<file path="config.mk">
export PLATFORM = sky130hd
export DESIGN_NAME = mem_arbiter_flat
export DESIGN_NICKNAME = d
export VERILOG_FILES = /design/src/rtl/mem_arb_pkg.sv /design/src/rtl/mem_arb_if.sv /design/src/rtl/mem_arb_grant.sv /design/src/rtl/mem_arbiter.sv /design/src/flat_wrapper.sv
export SDC_FILE = /design/constraint.sdc
export NUM_CORES = 1
export LEC_CHECK = 0
export BUFFER_PORTS_ARGS = -buffer_cell sky130_fd_sc_hd__buf_2
export CORE_AREA = 3 3 108 110
export CTS_CLUSTER_SIZE = 10
export DETAILED_ROUTE_END_ITERATION = 8
export DIE_AREA = 0 0 111 113
export PLACE_DENSITY = 0.69
export REMOVE_ABC_BUFFERS = 1
export SETUP_SLACK_MARGIN = 0.2
export SLEW_MARGIN = 20
export SYNTH_ARGS = -nofsm -noshare
export SYNTH_HDL_FRONTEND = slang
export SYNTH_SLANG_ARGS = --single-unit
</file>
<file path="constraint.sdc">
create_clock -name clk -period 2.9 [get_ports clk]
set_input_delay 0.58 -clock clk [delete_from_list [all_inputs] [get_ports clk]]
set_output_delay 0.58 -clock clk [all_outputs]
set_load 0.05 [all_outputs]
</file>
<file path="src/rtl/mem_arb_pkg.sv">
// =============================================================================
// Module   : mem_arb_pkg
// Brief    : Shared types and widths for the IFU/LSU memory arbiter.
// Revision : 1.0  initial release
// =============================================================================
`default_nettype none

package mem_arb_pkg;

    localparam int c_ADDR_W = 32;
    localparam int c_DATA_W = 32;
    localparam int c_WOP_W  = 3;

    // Instruction fetches are always presented to memory as word reads.
    localparam logic [c_WOP_W-1:0] c_WOP_WORD = 3'd2;

    typedef enum logic [1:0] {
        IDLE = 2'd0,
        REQ  = 2'd1,
        RSP  = 2'd2
    } state_t;

    typedef enum logic {
        OWN_IFU = 1'b0,
        OWN_LSU = 1'b1
    } owner_t;

endpackage

`default_nettype wire

</file>
<file path="src/rtl/mem_arb_if.sv">
// =============================================================================
// Module   : mem_arb_if
// Brief    : IFU, LSU and memory handshake bundle; slave = arbiter side.
// Revision : 1.0  initial release
// =============================================================================
`default_nettype none

interface mem_arb_if
    import mem_arb_pkg::*;
#(
    parameter int ADDR_W = c_ADDR_W,
    parameter int DATA_W = c_DATA_W,
    parameter int WOP_W  = c_WOP_W
) ();

    logic              ifu_req_valid;
    logic              ifu_req_ready;
    logic [ADDR_W-1:0] ifu_req_addr;
    logic              ifu_rsp_valid;
    logic              ifu_rsp_ready;
    logic [DATA_W-1:0] ifu_rsp_data;

    logic              lsu_req_valid;
    logic              lsu_req_ready;
    logic [ADDR_W-1:0] lsu_req_addr;
    logic              lsu_req_wen;
    logic [WOP_W-1:0]  lsu_req_wop;
    logic [DATA_W-1:0] lsu_req_wdata;
    logic              lsu_rsp_valid;
    logic              lsu_rsp_ready;
    logic [DATA_W-1:0] lsu_rsp_data;

    logic              mem_req_valid;
    logic              mem_req_ready;
    logic [ADDR_W-1:0] mem_req_addr;
    logic              mem_req_wen;
    logic [WOP_W-1:0]  mem_req_wop;
    logic [DATA_W-1:0] mem_req_wdata;
    logic              mem_rsp_valid;
    logic              mem_rsp_ready;
    logic [DATA_W-1:0] mem_rsp_data;

    modport slave (
        input  ifu_req_valid, ifu_req_addr, ifu_rsp_ready,
        input  lsu_req_valid, lsu_req_addr, lsu_req_wen, lsu_req_wop, lsu_req_wdata, lsu_rsp_ready,
        input  mem_req_ready, mem_rsp_valid, mem_rsp_data,
        output ifu_req_ready, ifu_rsp_valid, ifu_rsp_data,
        output lsu_req_ready, lsu_rsp_valid, lsu_rsp_data,
        output mem_req_valid, mem_req_addr, mem_req_wen, mem_req_wop, mem_req_wdata, mem_rsp_ready
    );

    modport master (
        output ifu_req_valid, ifu_req_addr, ifu_rsp_ready,
        output lsu_req_valid, lsu_req_addr, lsu_req_wen, lsu_req_wop, lsu_req_wdata, lsu_rsp_ready,
        output mem_req_ready, mem_rsp_valid, mem_rsp_data,
        input  ifu_req_ready, ifu_rsp_valid, ifu_rsp_data,
        input  lsu_req_ready, lsu_rsp_valid, lsu_rsp_data,
        input  mem_req_valid, mem_req_addr, mem_req_wen, mem_req_wop, mem_req_wdata, mem_rsp_ready
    );

endinterface

`default_nettype wire

</file>
<file path="src/rtl/mem_arb_grant.sv">
// =============================================================================
// Module   : mem_arb_grant
// Brief    : One-hot grant (bit0 IFU, bit1 LSU); LSU wins ties unless
//            MEM_ARB_RR_EN selects alternation on ties.
// Revision : 1.0  initial release
// =============================================================================
`default_nettype none

module mem_arb_grant
    import mem_arb_pkg::*;
(
    input  wire logic       i_ifu_valid,
    input  wire logic       i_lsu_valid,
`ifdef MEM_ARB_RR_EN
    input  wire owner_t     i_last_owner,
`endif
    output logic [1:0]      o_grant
);

    always_comb begin
        o_grant = 2'b00;
        if (i_ifu_valid && i_lsu_valid) begin
`ifdef MEM_ARB_RR_EN
            o_grant = (i_last_owner == OWN_LSU) ? 2'b01 : 2'b10;
`else
            o_grant = 2'b10;
`endif
        end else if (i_lsu_valid) begin
            o_grant = 2'b10;
        end else if (i_ifu_valid) begin
            o_grant = 2'b01;
        end
    end

endmodule

`default_nettype wire

</file>
<file path="src/rtl/mem_arbiter.sv">
// =============================================================================
// Module   : mem_arbiter
// Brief    : Shares one memory port between IFU and LSU, one transaction in
//            flight. Define MEM_ARB_RR_EN for round-robin tie breaking.
// Revision : 1.0  initial release
// =============================================================================
`default_nettype none

module mem_arbiter
    import mem_arb_pkg::*;
(
    input  wire logic  clk,
    input  wire logic  rst_n,
    mem_arb_if.slave   bus
);

    state_t              r_state;
    state_t              w_state_nxt;
    owner_t              r_owner;
    logic [c_ADDR_W-1:0] r_addr;
    logic                r_wen;
    logic [c_WOP_W-1:0]  r_wop;
    logic [c_DATA_W-1:0] r_wdata;

    logic [1:0]          w_grant;
    logic                w_idle;
    logic                w_in_rsp;
    logic                w_owner_rsp_ready;

    // Requests are refused while reset is held, even though state reads IDLE.
    assign w_idle            = (r_state == IDLE) && rst_n;
    assign w_in_rsp          = (r_state == RSP);
    assign w_owner_rsp_ready = (r_owner == OWN_LSU) ? bus.lsu_rsp_ready : bus.ifu_rsp_ready;

    // The owner register only changes on a grant, so it doubles as last owner.
    mem_arb_grant u_grant (
        .i_ifu_valid  (bus.ifu_req_valid),
        .i_lsu_valid  (bus.lsu_req_valid),
`ifdef MEM_ARB_RR_EN
        .i_last_owner (r_owner),
`endif
        .o_grant      (w_grant)
    );

    always_comb begin
        w_state_nxt = r_state;
        case (r_state)
            IDLE:    if (w_grant != 2'b00) w_state_nxt = REQ;
            REQ:     if (bus.mem_req_ready) w_state_nxt = RSP;
            RSP:     if (bus.mem_rsp_valid && w_owner_rsp_ready) w_state_nxt = IDLE;
            default: w_state_nxt = IDLE;
        endcase
    end

    always_ff @(posedge clk or negedge rst_n) begin
        if (!rst_n) begin
            r_state <= IDLE;
            r_owner <= OWN_IFU;
            r_addr  <= '0;
            r_wen   <= 1'b0;
            r_wop   <= '0;
            r_wdata <= '0;
        end else begin
            r_state <= w_state_nxt;
            if (w_idle && w_grant[1]) begin
                r_owner <= OWN_LSU;
                r_addr  <= bus.lsu_req_addr;
                r_wen   <= bus.lsu_req_wen;
                r_wop   <= bus.lsu_req_wop;
                r_wdata <= bus.lsu_req_wdata;
            end else if (w_idle && w_grant[0]) begin
                r_owner <= OWN_IFU;
                r_addr  <= bus.ifu_req_addr;
                r_wen   <= 1'b0;
                r_wop   <= c_WOP_WORD;
                r_wdata <= '0;
            end
        end
    end

    assign bus.ifu_req_ready = w_idle && w_grant[0];
    assign bus.lsu_req_ready = w_idle && w_grant[1];

    assign bus.mem_req_valid = (r_state == REQ);
    assign bus.mem_req_addr  = r_addr;
    assign bus.mem_req_wen   = r_wen;
    assign bus.mem_req_wop   = r_wop;
    assign bus.mem_req_wdata = r_wdata;

    assign bus.ifu_rsp_valid = w_in_rsp && (r_owner == OWN_IFU) && bus.mem_rsp_valid;
    assign bus.lsu_rsp_valid = w_in_rsp && (r_owner == OWN_LSU) && bus.mem_rsp_valid;
    assign bus.ifu_rsp_data  = bus.mem_rsp_data;
    assign bus.lsu_rsp_data  = bus.mem_rsp_data;
    assign bus.mem_rsp_ready = w_in_rsp && w_owner_rsp_ready;

endmodule

`default_nettype wire

</file>
<file path="src/flat_wrapper.sv">
// flat-port wrapper written by rule: the top's interface ports become plain ports
module mem_arbiter_flat import mem_arb_pkg::*;
  (clk, rst_n, bus_ifu_req_valid, bus_ifu_req_addr, bus_ifu_rsp_ready, bus_lsu_req_valid, bus_lsu_req_addr, bus_lsu_req_wen, bus_lsu_req_wop, bus_lsu_req_wdata, bus_lsu_rsp_ready, bus_mem_req_ready, bus_mem_rsp_valid, bus_mem_rsp_data, bus_ifu_req_ready, bus_ifu_rsp_valid, bus_ifu_rsp_data, bus_lsu_req_ready, bus_lsu_rsp_valid, bus_lsu_rsp_data, bus_mem_req_valid, bus_mem_req_addr, bus_mem_req_wen, bus_mem_req_wop, bus_mem_req_wdata, bus_mem_rsp_ready);
  mem_arb_if bus_i ();
  input  wire logic clk;
  input  wire logic rst_n;
  input wire logic [$bits(bus_i.ifu_req_valid)-1:0] bus_ifu_req_valid;
  input wire logic [$bits(bus_i.ifu_req_addr)-1:0] bus_ifu_req_addr;
  input wire logic [$bits(bus_i.ifu_rsp_ready)-1:0] bus_ifu_rsp_ready;
  input wire logic [$bits(bus_i.lsu_req_valid)-1:0] bus_lsu_req_valid;
  input wire logic [$bits(bus_i.lsu_req_addr)-1:0] bus_lsu_req_addr;
  input wire logic [$bits(bus_i.lsu_req_wen)-1:0] bus_lsu_req_wen;
  input wire logic [$bits(bus_i.lsu_req_wop)-1:0] bus_lsu_req_wop;
  input wire logic [$bits(bus_i.lsu_req_wdata)-1:0] bus_lsu_req_wdata;
  input wire logic [$bits(bus_i.lsu_rsp_ready)-1:0] bus_lsu_rsp_ready;
  input wire logic [$bits(bus_i.mem_req_ready)-1:0] bus_mem_req_ready;
  input wire logic [$bits(bus_i.mem_rsp_valid)-1:0] bus_mem_rsp_valid;
  input wire logic [$bits(bus_i.mem_rsp_data)-1:0] bus_mem_rsp_data;
  output wire logic [$bits(bus_i.ifu_req_ready)-1:0] bus_ifu_req_ready;
  output wire logic [$bits(bus_i.ifu_rsp_valid)-1:0] bus_ifu_rsp_valid;
  output wire logic [$bits(bus_i.ifu_rsp_data)-1:0] bus_ifu_rsp_data;
  output wire logic [$bits(bus_i.lsu_req_ready)-1:0] bus_lsu_req_ready;
  output wire logic [$bits(bus_i.lsu_rsp_valid)-1:0] bus_lsu_rsp_valid;
  output wire logic [$bits(bus_i.lsu_rsp_data)-1:0] bus_lsu_rsp_data;
  output wire logic [$bits(bus_i.mem_req_valid)-1:0] bus_mem_req_valid;
  output wire logic [$bits(bus_i.mem_req_addr)-1:0] bus_mem_req_addr;
  output wire logic [$bits(bus_i.mem_req_wen)-1:0] bus_mem_req_wen;
  output wire logic [$bits(bus_i.mem_req_wop)-1:0] bus_mem_req_wop;
  output wire logic [$bits(bus_i.mem_req_wdata)-1:0] bus_mem_req_wdata;
  output wire logic [$bits(bus_i.mem_rsp_ready)-1:0] bus_mem_rsp_ready;
  assign bus_i.ifu_req_valid = bus_ifu_req_valid;
  assign bus_i.ifu_req_addr = bus_ifu_req_addr;
  assign bus_i.ifu_rsp_ready = bus_ifu_rsp_ready;
  assign bus_i.lsu_req_valid = bus_lsu_req_valid;
  assign bus_i.lsu_req_addr = bus_lsu_req_addr;
  assign bus_i.lsu_req_wen = bus_lsu_req_wen;
  assign bus_i.lsu_req_wop = bus_lsu_req_wop;
  assign bus_i.lsu_req_wdata = bus_lsu_req_wdata;
  assign bus_i.lsu_rsp_ready = bus_lsu_rsp_ready;
  assign bus_i.mem_req_ready = bus_mem_req_ready;
  assign bus_i.mem_rsp_valid = bus_mem_rsp_valid;
  assign bus_i.mem_rsp_data = bus_mem_rsp_data;
  assign bus_ifu_req_ready = bus_i.ifu_req_ready;
  assign bus_ifu_rsp_valid = bus_i.ifu_rsp_valid;
  assign bus_ifu_rsp_data = bus_i.ifu_rsp_data;
  assign bus_lsu_req_ready = bus_i.lsu_req_ready;
  assign bus_lsu_rsp_valid = bus_i.lsu_rsp_valid;
  assign bus_lsu_rsp_data = bus_i.lsu_rsp_data;
  assign bus_mem_req_valid = bus_i.mem_req_valid;
  assign bus_mem_req_addr = bus_i.mem_req_addr;
  assign bus_mem_req_wen = bus_i.mem_req_wen;
  assign bus_mem_req_wop = bus_i.mem_req_wop;
  assign bus_mem_req_wdata = bus_i.mem_req_wdata;
  assign bus_mem_rsp_ready = bus_i.mem_rsp_ready;
  mem_arbiter u_core (.clk(clk), .rst_n(rst_n), .bus(bus_i));
endmodule
</file>
==> metrics.txt, run 1 <==
slowest stage delay, CP=0.47 ns; crit path DAT=1.58 ns; Cell Rows=38; initial core utilization=33.6%; nets@finish=566; final wirelength=11800 um; Max stage delay cell, worst path=dfrtp_1; Netlist cell types=27; CP Capture Type=output pin; Critical Path, Cell by Cell=nor3b_2 -> nand2_1 -> nor2_1 -> buf_2; R2R Setup Slk=1.03 ns; vias in the first global route=2947; Hold WS=0.0371 ns; hold buffers post-CTS=0; Main synth FF type=dfrtp_1; Place WS=0.862 ns; post-DP HPWL=8840 um; final worst slack=0.739 ns; fillers=1059; Clock Path Buffers=2; initial antenna violation count=1; Core Region=10800 sq um; crit-path max FO=9; sequential-to-total area share from yosys stat=49.0%; Clock Sink Count=71; Yosys reg bits=71; die area=12500 sq um; max-cap viol count=0; Worst Tran Pin Value=1.09 ns; Area Growth Syn to Fin=19.3%; per-cell routed wire length=20.7 um; Syn Std Cell Area=3630 sq um; DRC violation total after the first TritonRoute iteration=286; fin crit period=2.16 ns; delay-heaviest family, CP=simple AND/OR/NAND/NOR gates; Critical Path Start Type=register; die height=113 um; Num CTS Buffers=9; final setup skew=0.00628 ns; status=finished clean; CTS H-Tree Depth=3; vias=3030; async set-or-reset flop fraction in the synthesized netlist=100%; worst skew pair latency=0.34 ns; drc violations=0; Horiz. Die Dim=111 um; power density over the cells=1320 nW/um^2; Ports=278; period utilization=74.5%; Post-CTS Setup Inserts=0; VDD IR max=0.580 mV; largest net degree at the start of global routing=68; GPL Wtd Cong=0.824; endpoints failing setup=0; routed vias/inst=5.31; grt total ovfl=0; total iterations of the first detailed-routing run=4; CP Buf/Inv Count=1; worst path required time=2.32 ns; clock slew at reported path FFs=0.07 ns; Mapped Cells=317; fmax=0.463 GHz; critical path class=reg -> out; final hold vios=0; GRT Resource Usage Total=18.2%; leakage power=2.17 nW; post-cts resize count=0; path type of the worst min-delay path=in -> async; Avg Cell Area, Syn=11.4 sq um; share of cells above drive strength 1=52.7%; first-pass GRT wire length=17600 um; RSZ-0062 raised after global routing=false; Inserted Diodes=0; Root Buffer=clkbuf_8; CTS tree=built; Slew HR=27.5%; Yosys warning total=0; PortBufs=181; Post-synth EDFFs=0; Final Max Tran Viols=0; DRT antenna net count=0
-- cell usage in the layout (no fill, tap or decap), types with 2 or more instances in the layout --
cell / count
buf_2: 180
dfrtp_1: 71
nand2_1: 35
a22o_1: 35
a32oi_1: 31
a22oi_2: 20
a22oi_1: 12
clkbuf_8: 10
buf_4: 7
nor2b_1: 3
nor2_1: 3
clkinvlp_4: 3
inv_1: 2
o21ai_0: 2
-- per-layer routing --
layer | vias to the layer above | GRT usage, % | wire length [um]
li1 | 1335 | - | -
met1 | 1417 | 26.2 | 5460
met2 | 258 | 21.3 | 4300
met3 | 16 | 11.7 | 1860
met4 | 4 | 5.67 | 129
met5 | - | 4.71 | 71
-- power breakdown --
group | internal, W | leakage, nW | switching [W]
clock network | 0.000419 | 0.0916 | 0.000364
logic | 0.000860 | 1.22 | 0.00225
registers | 0.00144 | 0.860 | 0.000349
-- path summary, 6_finish.rpt --
| path | start | endpoint | cells after the start |
|---|---|---|---|
| min reg2reg | u_core.bus.mem_req_wdata[10]$_DFFE_PN0P_ | u_core.bus.mem_req_wdata[10]$_DFFE_PN0P_ | 1 |
| min in group clk | bus_mem_req_ready | u_core.r_state[0]$_DFFE_PN0P_ | 2 |
| min | rst_n | u_core.r_state[0]$_DFFE_PN0P_ | 1 |
| max | u_core.r_state[0]$_DFFE_PN0P_ | bus_ifu_req_ready | 4 |
| max reg2reg | u_core.r_state[1]$_DFFE_PN0P_ | u_core.bus.mem_req_addr[0]$_DFFE_PN0P_ | 4 |
| max in group asynchronous | rst_n | u_core.bus.mem_req_addr[17]$_DFFE_PN0P_ | 2 |
-- worst reg2reg max path, cell delays in order, from the launching register on --
cell and delay [ns]:
dfrtp_1 0.47, and4bb_4 0.40, buf_4 0.64, a22oi_1 0.17, nand2_1 0.12
-- flip-flops by register name, indices dropped and copies added (netlist names) --
| signal | cells |
|---|---|
| u_core.bus.mem_req_addr | 32 |
| u_core.r_owner | 1 |
| u_core.bus.mem_req_wen | 1 |
| u_core.bus.mem_req_wop | 3 |
| u_core.bus.mem_req_wdata | 32 |
| u_core.r_state | 2 |
-- through the flow --
step	TNS, ns	instance area [sq um]	power [W]	instances	util [%]
after detailed placement	0	4130	0.00494	555	38.2
after global placement	0	4130	0.00488	555	38.2
after floorplan	-0.157	2990	0.00413	228	-
final	0	4320	0.00569	571	40.1
after global routing	0	4320	0.00600	571	40.1
after CTS	0	4320	0.00575	571	40.1
-- kinds of logic (layout without fill, tap and decap cells) --
logic type | Yosys count | in the layout | share of synthesized area (%)
AOI/OAI and AO/OA | 104 | 104 | 26.4
buffers and inverters | 91 | 205 | 17.8
DFF | 71 | 71 | 49.0
and+or+nand+nor | 50 | 50 | 6.45
muxes | 1 | 1 | 0.276
-- cells in the mapped netlist (2+ instances only) --
cell | n | share of area, %
nand2_1 | 35 | 3.6
a22oi_2 | 20 | 6.9
buf_6 | 3 | 0.93
o21ai_0 | 2 | 0.28
inv_1 | 2 | 0.21
nor2b_1 | 3 | 0.52
and4bb_1 | 2 | 0.69
buf_8 | 2 | 0.83
clkbuf_1 | 8 | 0.83
a22o_1 | 35 | 8.5
buf_2 | 10 | 1.4
nor2_1 | 4 | 0.41
a32oi_1 | 31 | 7.5
a22oi_1 | 12 | 2.5
dfrtp_1 | 71 | 49
buf_4 | 66 | 14
-- cell type report --
cell class	count	area, sq um	area share, %
clock buffers	11	141	3.27
clock inverters	5	57.6	1.33
inverters	2	7.51	0.174
multi-input cells	155	1210	28.0
flip-flops and latches	71	1780	41.1
well taps	140	175	4.05
repair buffers	187	953	22.0
(Power assumes the default switching activity.)
==> run 2: changes to the inputs <==
- ABC_AREA: not set -> 1
- PLACE_DENSITY: 0.69 -> 0.72
- clock period: 2.9 -> 2.1 ns (I/O delays scaled with it)
==> metrics.txt, run 2 <==
Critical Path Start Type=register; period utilization=87.4%; per-cell routed wire length=14.8 um (-29%); fin crit period=1.83 ns; nets@finish=776 (+37%); final wirelength=11600 um (-2.3%); path type of the worst min-delay path=in -> async; total iterations of the first detailed-routing run=4 (unchanged); Yosys warning total=0 (unchanged); Area Growth Syn to Fin=20.3%; Post-synth EDFFs=0 (unchanged); Yosys reg bits=71 (unchanged); die height=113 um (unchanged); Reg power frac=30.6% (-0.9 points); final setup skew=0.00849 ns (+0.00221 ns); Avg Cell Area, Syn=7.46 sq um (-35%); worst skew pair latency=0.33 ns (about the same); crit-path max FO=4 (-5); most common cell after layout, fill and taps aside=nand2_1; VDD IR max=0.786 mV (+35%); Critical Path, Cell by Cell=nor2_4 -> nand2_2 -> inv_1 -> nand2_1 -> nor2_1 -> buf_6; worst path required time=1.68 ns (-0.64 ns); power density over the cells=1610 nW/um^2 (+22%); Cell Rows=38 (unchanged); vias=3580 (+18%); Num CTS Buffers=9 (unchanged); Final Max Tran Viols=0 (unchanged); Root Buffer=clkbuf_8; Mapped Cells=523 (+65%); P_sw=0.00407 W (+37%); final worst slack=0.265 ns (-0.474 ns); DRT antenna net count=0 (unchanged); initial antenna violation count=1 (unchanged); design area=4690 sq um (+8.5%); post-DP HPWL=8820 um (-0.12%); vias in the first global route=3296 (+12%); Netlist cell types=17 (-37%); Comb pwr share=54.9% (+0.2 points); grt total ovfl=0 (unchanged); drc violations=0 (unchanged); part of the power in the clock network=14.5% (+0.7 points); most frequent cells in the layout=207 x nand2_1, 176 x buf_2, 71 x inv_1; die area=12500 sq um (unchanged); CTS tree=built; Slew HR=64.5% (+37 points); GRT Resource Usage Total=18.0% (-0.24 points); crit path DAT=1.41 ns (-0.17 ns); share of cells above drive strength 1=33.5% (-19 points); Hold WS=0.180 ns (+0.143 ns); endpoints failing setup=0 (unchanged); async set-or-reset flop fraction in the synthesized netlist=100% (unchanged); final hold vios=0 (unchanged); Yosys top cell area share=45.5% (-3.5 points); fmax=0.545 GHz; PortBufs=181 (unchanged); initial core utilization=36.1% (+2.6 points); leakage power=2.94 nW (+36%); cell taking the most area after synthesis=dfrtp_1; max-cap viol count=0 (unchanged); Tot Pwr=0.00755 W (+33%); Syn Std Cell Area=3900 sq um (+7.6%); CP Capture Type=output pin; routed vias/inst=4.58 (-14%); Net Sw Frac=53.9% (+1.8 points); Ports=278 (unchanged); RSZ-0062 raised after global routing=true; CTS H-Tree Depth=3 (unchanged); DRC violation total after the first TritonRoute iteration=315 (+10%); Core Region=10800 sq um (unchanged); Horiz. Die Dim=111 um (unchanged); Inserted Diodes=0 (unchanged); status=finished clean; DP Area=4450 sq um (+7.9%); count leader, synth=nand2_1; Clock Sink Count=71 (unchanged); Place WS=0.410 ns (-0.452 ns); Main synth FF type=dfrtp_1; Synth area leaders=dfrtp_1 46%, nand2_1 20%, buf_4 12%; GPL Wtd Cong=0.777 (-5.8%); critical path class=reg -> out; Clock Path Buffers=2 (unchanged); sequential-to-total area share from yosys stat=45.5% (-3.5 points); Worst Tran Pin Value=0.532 ns (-0.554 ns); first-pass GRT wire length=17900 um (+1.9%); largest net degree at the start of global routing=103 (+51%); Int Pwr=0.00348 W (+28%); clock slew at reported path FFs=0.08 ns (about the same); Synth top cells by count=208 x nand2_1, 71 x dfrtp_1, 71 x inv_1; Max stage delay cell, worst path=dfrtp_2; slowest stage delay, CP=0.44 ns (-0.03 ns)
==> run 2: cell types whose count changed after synthesis, moves of 3 or more <==
cell      change
nand2_1     +173
inv_1        +69
a22o_1       -35
a32oi_1      -31
nand3_1      +31
nand4_1      +31
a22oi_2      -20
a22oi_1      -12
buf_1         +4
clkbuf_1      +3
nor2b_1       -3
o21ai_0       +3
==> run 2: stage by stage <==
stage               util [%]  instances  TNS, ns
floorplan                  -        432   -10.62
global placement        41.2        762        0
detailed placement      41.2        762        0
CTS                     43.3        780        0
global route            43.5        781        0
finish                  43.5        781        0
==> run 2: path summary, 6_finish.rpt <==
path	depth (start not counted)	endpoint	startpoint	slack (ns)
max in group asynchronous	2	u_core.r_owner$_DFFE_PN0P_	rst_n	1.47
worst min-delay path	2	u_core.bus.mem_req_wop[1]$_DFFE_PN0P_	rst_n	0.18
worst max register to register	6	u_core.bus.mem_req_addr[30]$_DFFE_PN0P_	u_core.r_state[1]$_DFFE_PN0P_	0.58
worst max-delay path	6	bus_ifu_req_ready	u_core.r_state[1]$_DFFE_PN0P_	0.27
worst min register to register	2	u_core.bus.mem_req_wdata[17]$_DFFE_PN0P_	u_core.bus.mem_req_wdata[17]$_DFFE_PN0P_	0.47
min in group clk	3	u_core.bus.mem_req_wdata[15]$_DFFE_PN0P_	bus_lsu_req_wdata[15]	0.28
==> run 2: timing repair <==
item | in CTS | in global routing
pin swaps | 1 | 0
resized for setup | 2 | 7
hold endpoints to repair | 1 | 0
endpoints found under the setup margin | 3 | 5
setup buffers | 1 | 1
gates cloned | 0 | 0
hold buffers | 1 | 0
==> run 2: layer usage <==
layer | up-vias | part of all wire, % | wire (um) | track usage, %
met3 | 10 | 17 | 1980 | 13.5
met5 | - | 0.61 | 71 | 3.92
met1 | 1587 | 42 | 4880 | 23.4
met4 | 4 | 0.57 | 66 | 3.45
li1 | 1748 | - | - | -
met2 | 231 | 39 | 4560 | 23.5
==> run 2: cells by family after synthesis <==
group	after synthesis	share of synthesized area [%]
AOI/OAI and AO/OA	6	0.834
buffers and inverters	164	22.8
DFF	71	45.5
and+or+nand+nor	282	30.8
==> run 2: final cells by class <==
type,count,area [sq um]
Fill cell,1114,6100
Timing Repair Buffer,193,1030
Clock inverter,5,56.3
Tap cell,140,175
Clock buffer,11,141
Sequential cell,71,1780
Multi-Input combinational cell,288,1240
Inverter,73,274
==> run 2: power groups by stage <==
stage | clock network [W] | registers, W | logic (W)
2_1_floorplan | 0 | 0.00431 | 0.00101
3_3_place_gp | 0 | 0.00234 | 0.00408
3_5_place_dp | 0 | 0.00232 | 0.00414
4_1_cts | 0.00114 | 0.00231 | 0.00416
5_1_grt | 0.00121 | 0.00239 | 0.00445
6_report | 0.00109 | 0.00231 | 0.00415
==> run 2: critical path: cells and delay by family, from the launching register on <==
family | cells | cell delay (ns)
AND/OR/NAND/NOR | 4 | 0.40
buffers and inverters | 2 | 0.23
flip-flops | 1 | 0.44
==> run 3: changes to the inputs <==
- CORE_AREA: 3 3 108 110 -> not set
- CORE_MARGIN: not set -> 3
- CORE_UTILIZATION: not set -> 37
- DIE_AREA: 0 0 111 113 -> not set
- PLACE_DENSITY: 0.72 -> 0.77
- clock period: 2.1 -> 1.6 ns (I/O delays scaled with it)
==> metrics.txt, run 3 (synthesis results as in run 2) <==
status=finished, violations left; Critical Path, Cell by Cell=nor2_4 -> nand2_2 -> inv_2 -> nand2_2 -> nor2_2 -> buf_6; grt total ovfl=0 (unchanged); DRC violation total after the first TritonRoute iteration=252 (-20%); period utilization=106%; GPL Wtd Cong=0.784 (+0.86%); routed vias/inst=4.70 (+2.6%); CTS tree=built; die height=109 um (-3.8%); leakage power=3.19 nW (+8.2%); power density over the cells=2120 nW/um^2 (+32%); CP Capture Type=output pin; post-DP HPWL=10000 um (+13%); final wirelength=14200 um (+23%); vias in the first global route=3380 (+2.5%); fin crit period=1.70 ns; final setup skew=0.0133 ns (+0.00478 ns); die area=11800 sq um (-5.8%); final hold vios=0 (unchanged); largest net degree at the start of global routing=41 (-60%); critical path class=reg -> out; DRT antenna net count=0 (unchanged); Max stage delay cell, worst path=dfrtp_2; worst skew pair latency=0.34 ns (about the same); most frequent cells in the layout=205 x nand2_1, 174 x buf_2, 69 x dfrtp_1; CP Buf/Inv Count=2 (unchanged); CTS H-Tree Depth=3 (unchanged); Core Util, Final=52.4% (+8.9 points); P_sw=0.00576 W (+41%); Reg power frac=27.4% (-3.2 points); drc violations=0 (unchanged); Critical Path Start Type=register; Cell Rows=36 (-5.3%); Reg2Reg Depth=8 (+2); multi-input logic area=1300 sq um (+4.7%); total iterations of the first detailed-routing run=5 (+1); Comb pwr share=58.6% (+3.7 points); crit-path max FO=3 (-1); Ports=278 (unchanged); initial antenna violation count=1 (unchanged); Tot Pwr=0.0111 W (+47%); crit path DAT=1.38 ns (-0.03 ns); PortBufs=181 (unchanged); most frequent CP cell=nand2_2; GRT Resource Usage Total=21.2% (+3.3 points); clock slew at reported path FFs=0.08 ns (about the same); Slew HR=70.8% (+6.3 points); CP Depth=6 (unchanged); fillers=963 (-14%); VDD IR max=1.13 mV (+44%); design area=5240 sq um (+12%); Num CTS Buffers=9 (unchanged); Clock Path Buffers=2 (unchanged); most common cell after layout, fill and taps aside=nand2_1; Hold WS=0.0814 ns (-0.0987 ns); Area Growth Syn to Fin=34.3%; storage element area=1780 sq um (about the same); max-cap viol count=0 (unchanged); part of the power in the clock network=14.1% (-0.4 points); vias=3767 (+5.2%); endpoints failing setup=4 (+4); Int Pwr=0.00537 W (+54%); share of cells above drive strength 1=38.8% (+5.2 points); initial core utilization=39.0% (+2.9 points); Root Buffer=clkbuf_8; Horiz. Die Dim=109 um (-2.1%); Final Max Tran Viols=0 (unchanged); first-pass GRT wire length=18500 um (+3.7%); slowest stage delay, CP=0.45 ns (about the same); per-cell routed wire length=17.8 um (+20%); Net Sw Frac=51.7% (-2.2 points); final worst slack=-0.0998 ns (-0.365 ns); fmax=0.588 GHz; Worst Tran Pin Value=0.438 ns (-0.0945 ns); delay-heaviest family, CP=flip-flops; Inserted Diodes=0 (unchanged); violated checks=negative setup slack; path type of the worst min-delay path=in -> async; DP Area=4520 sq um (+1.5%); nets@finish=803 (+3.5%); worst path required time=1.28 ns (-0.40 ns); RSZ-0062 raised after global routing=true; Core Region=10000 sq um (-7.4%); Clock Sink Count=71 (unchanged)
[run 3: repair_timing]
action,4_1_cts,5_1_grt
hold buffers,1,0
resized for setup,32,27
gates cloned,0,10
endpoints found under the hold margin,10,0
setup endpoints to repair,7,75
buffers inserted,8,4
pin swaps,7,13
[run 3: layer usage]
layer | global-route usage, % | vias to the layer above | routed length (um)
li1 | - | 1806 | -
met1 | 24.8 | 1669 | 5480
met2 | 31.1 | 262 | 6240
met3 | 14.5 | 26 | 2260
met4 | 5.95 | 4 | 191
met5 | 5.80 | - | 76
[run 3: power groups by stage]
stage	Clock, W	Sequential, W	Combinational (W)
floorplan	0	0.00566	0.00132
global placement	0	0.00303	0.00550
detailed placement	0	0.00303	0.00559
CTS	0.00161	0.00303	0.00587
global route	0.00170	0.00313	0.00687
finish	0.00157	0.00304	0.00651
[run 3: cell type report]
cell class | instances | area share, %
flip-flops and latches | 71 | 34.0
well taps | 133 | 3.18
multi-input cells | 288 | 24.8
inverters | 73 | 5.37
clock buffers | 9 | 2.36
repair buffers | 220 | 28.5
clock inverters | 7 | 1.86
[run 3: metrics by stage]
step                      setup slack (ns)  instances  setup TNS, ns
after floorplan                     -0.706        432         -46.34
after global placement               0.167        762              0
after detailed placement             0.152        762              0
after CTS                          -0.0890        787         -0.289
after global routing                -0.177        801         -0.636
final                              -0.0998        801         -0.292
[run 3: worst paths after layout]
| kind | slack (ns) | from | endpoint |
|---|---|---|---|
| min | 0.08 | rst_n | u_core.bus.mem_req_addr[9]$_DFFE_PN0P_ |
| min reg2reg | 0.47 | u_core.bus.mem_req_wdata[25]$_DFFE_PN0P_ | u_core.bus.mem_req_wdata[25]$_DFFE_PN0P_ |
| max reg2reg | 0.09 | u_core.r_state[0]$_DFFE_PN0P_ | u_core.bus.mem_req_addr[27]$_DFFE_PN0P_ |
| max in group asynchronous | 0.39 | rst_n | u_core.bus.mem_req_wdata[17]$_DFFE_PN0P_ |
| min in group clk | 0.18 | bus_lsu_req_wen | u_core.bus.mem_req_wen$_DFFE_PN0P_ |
| max | -0.1 | u_core.r_state[0]$_DFFE_PN0P_ | bus_ifu_req_ready |
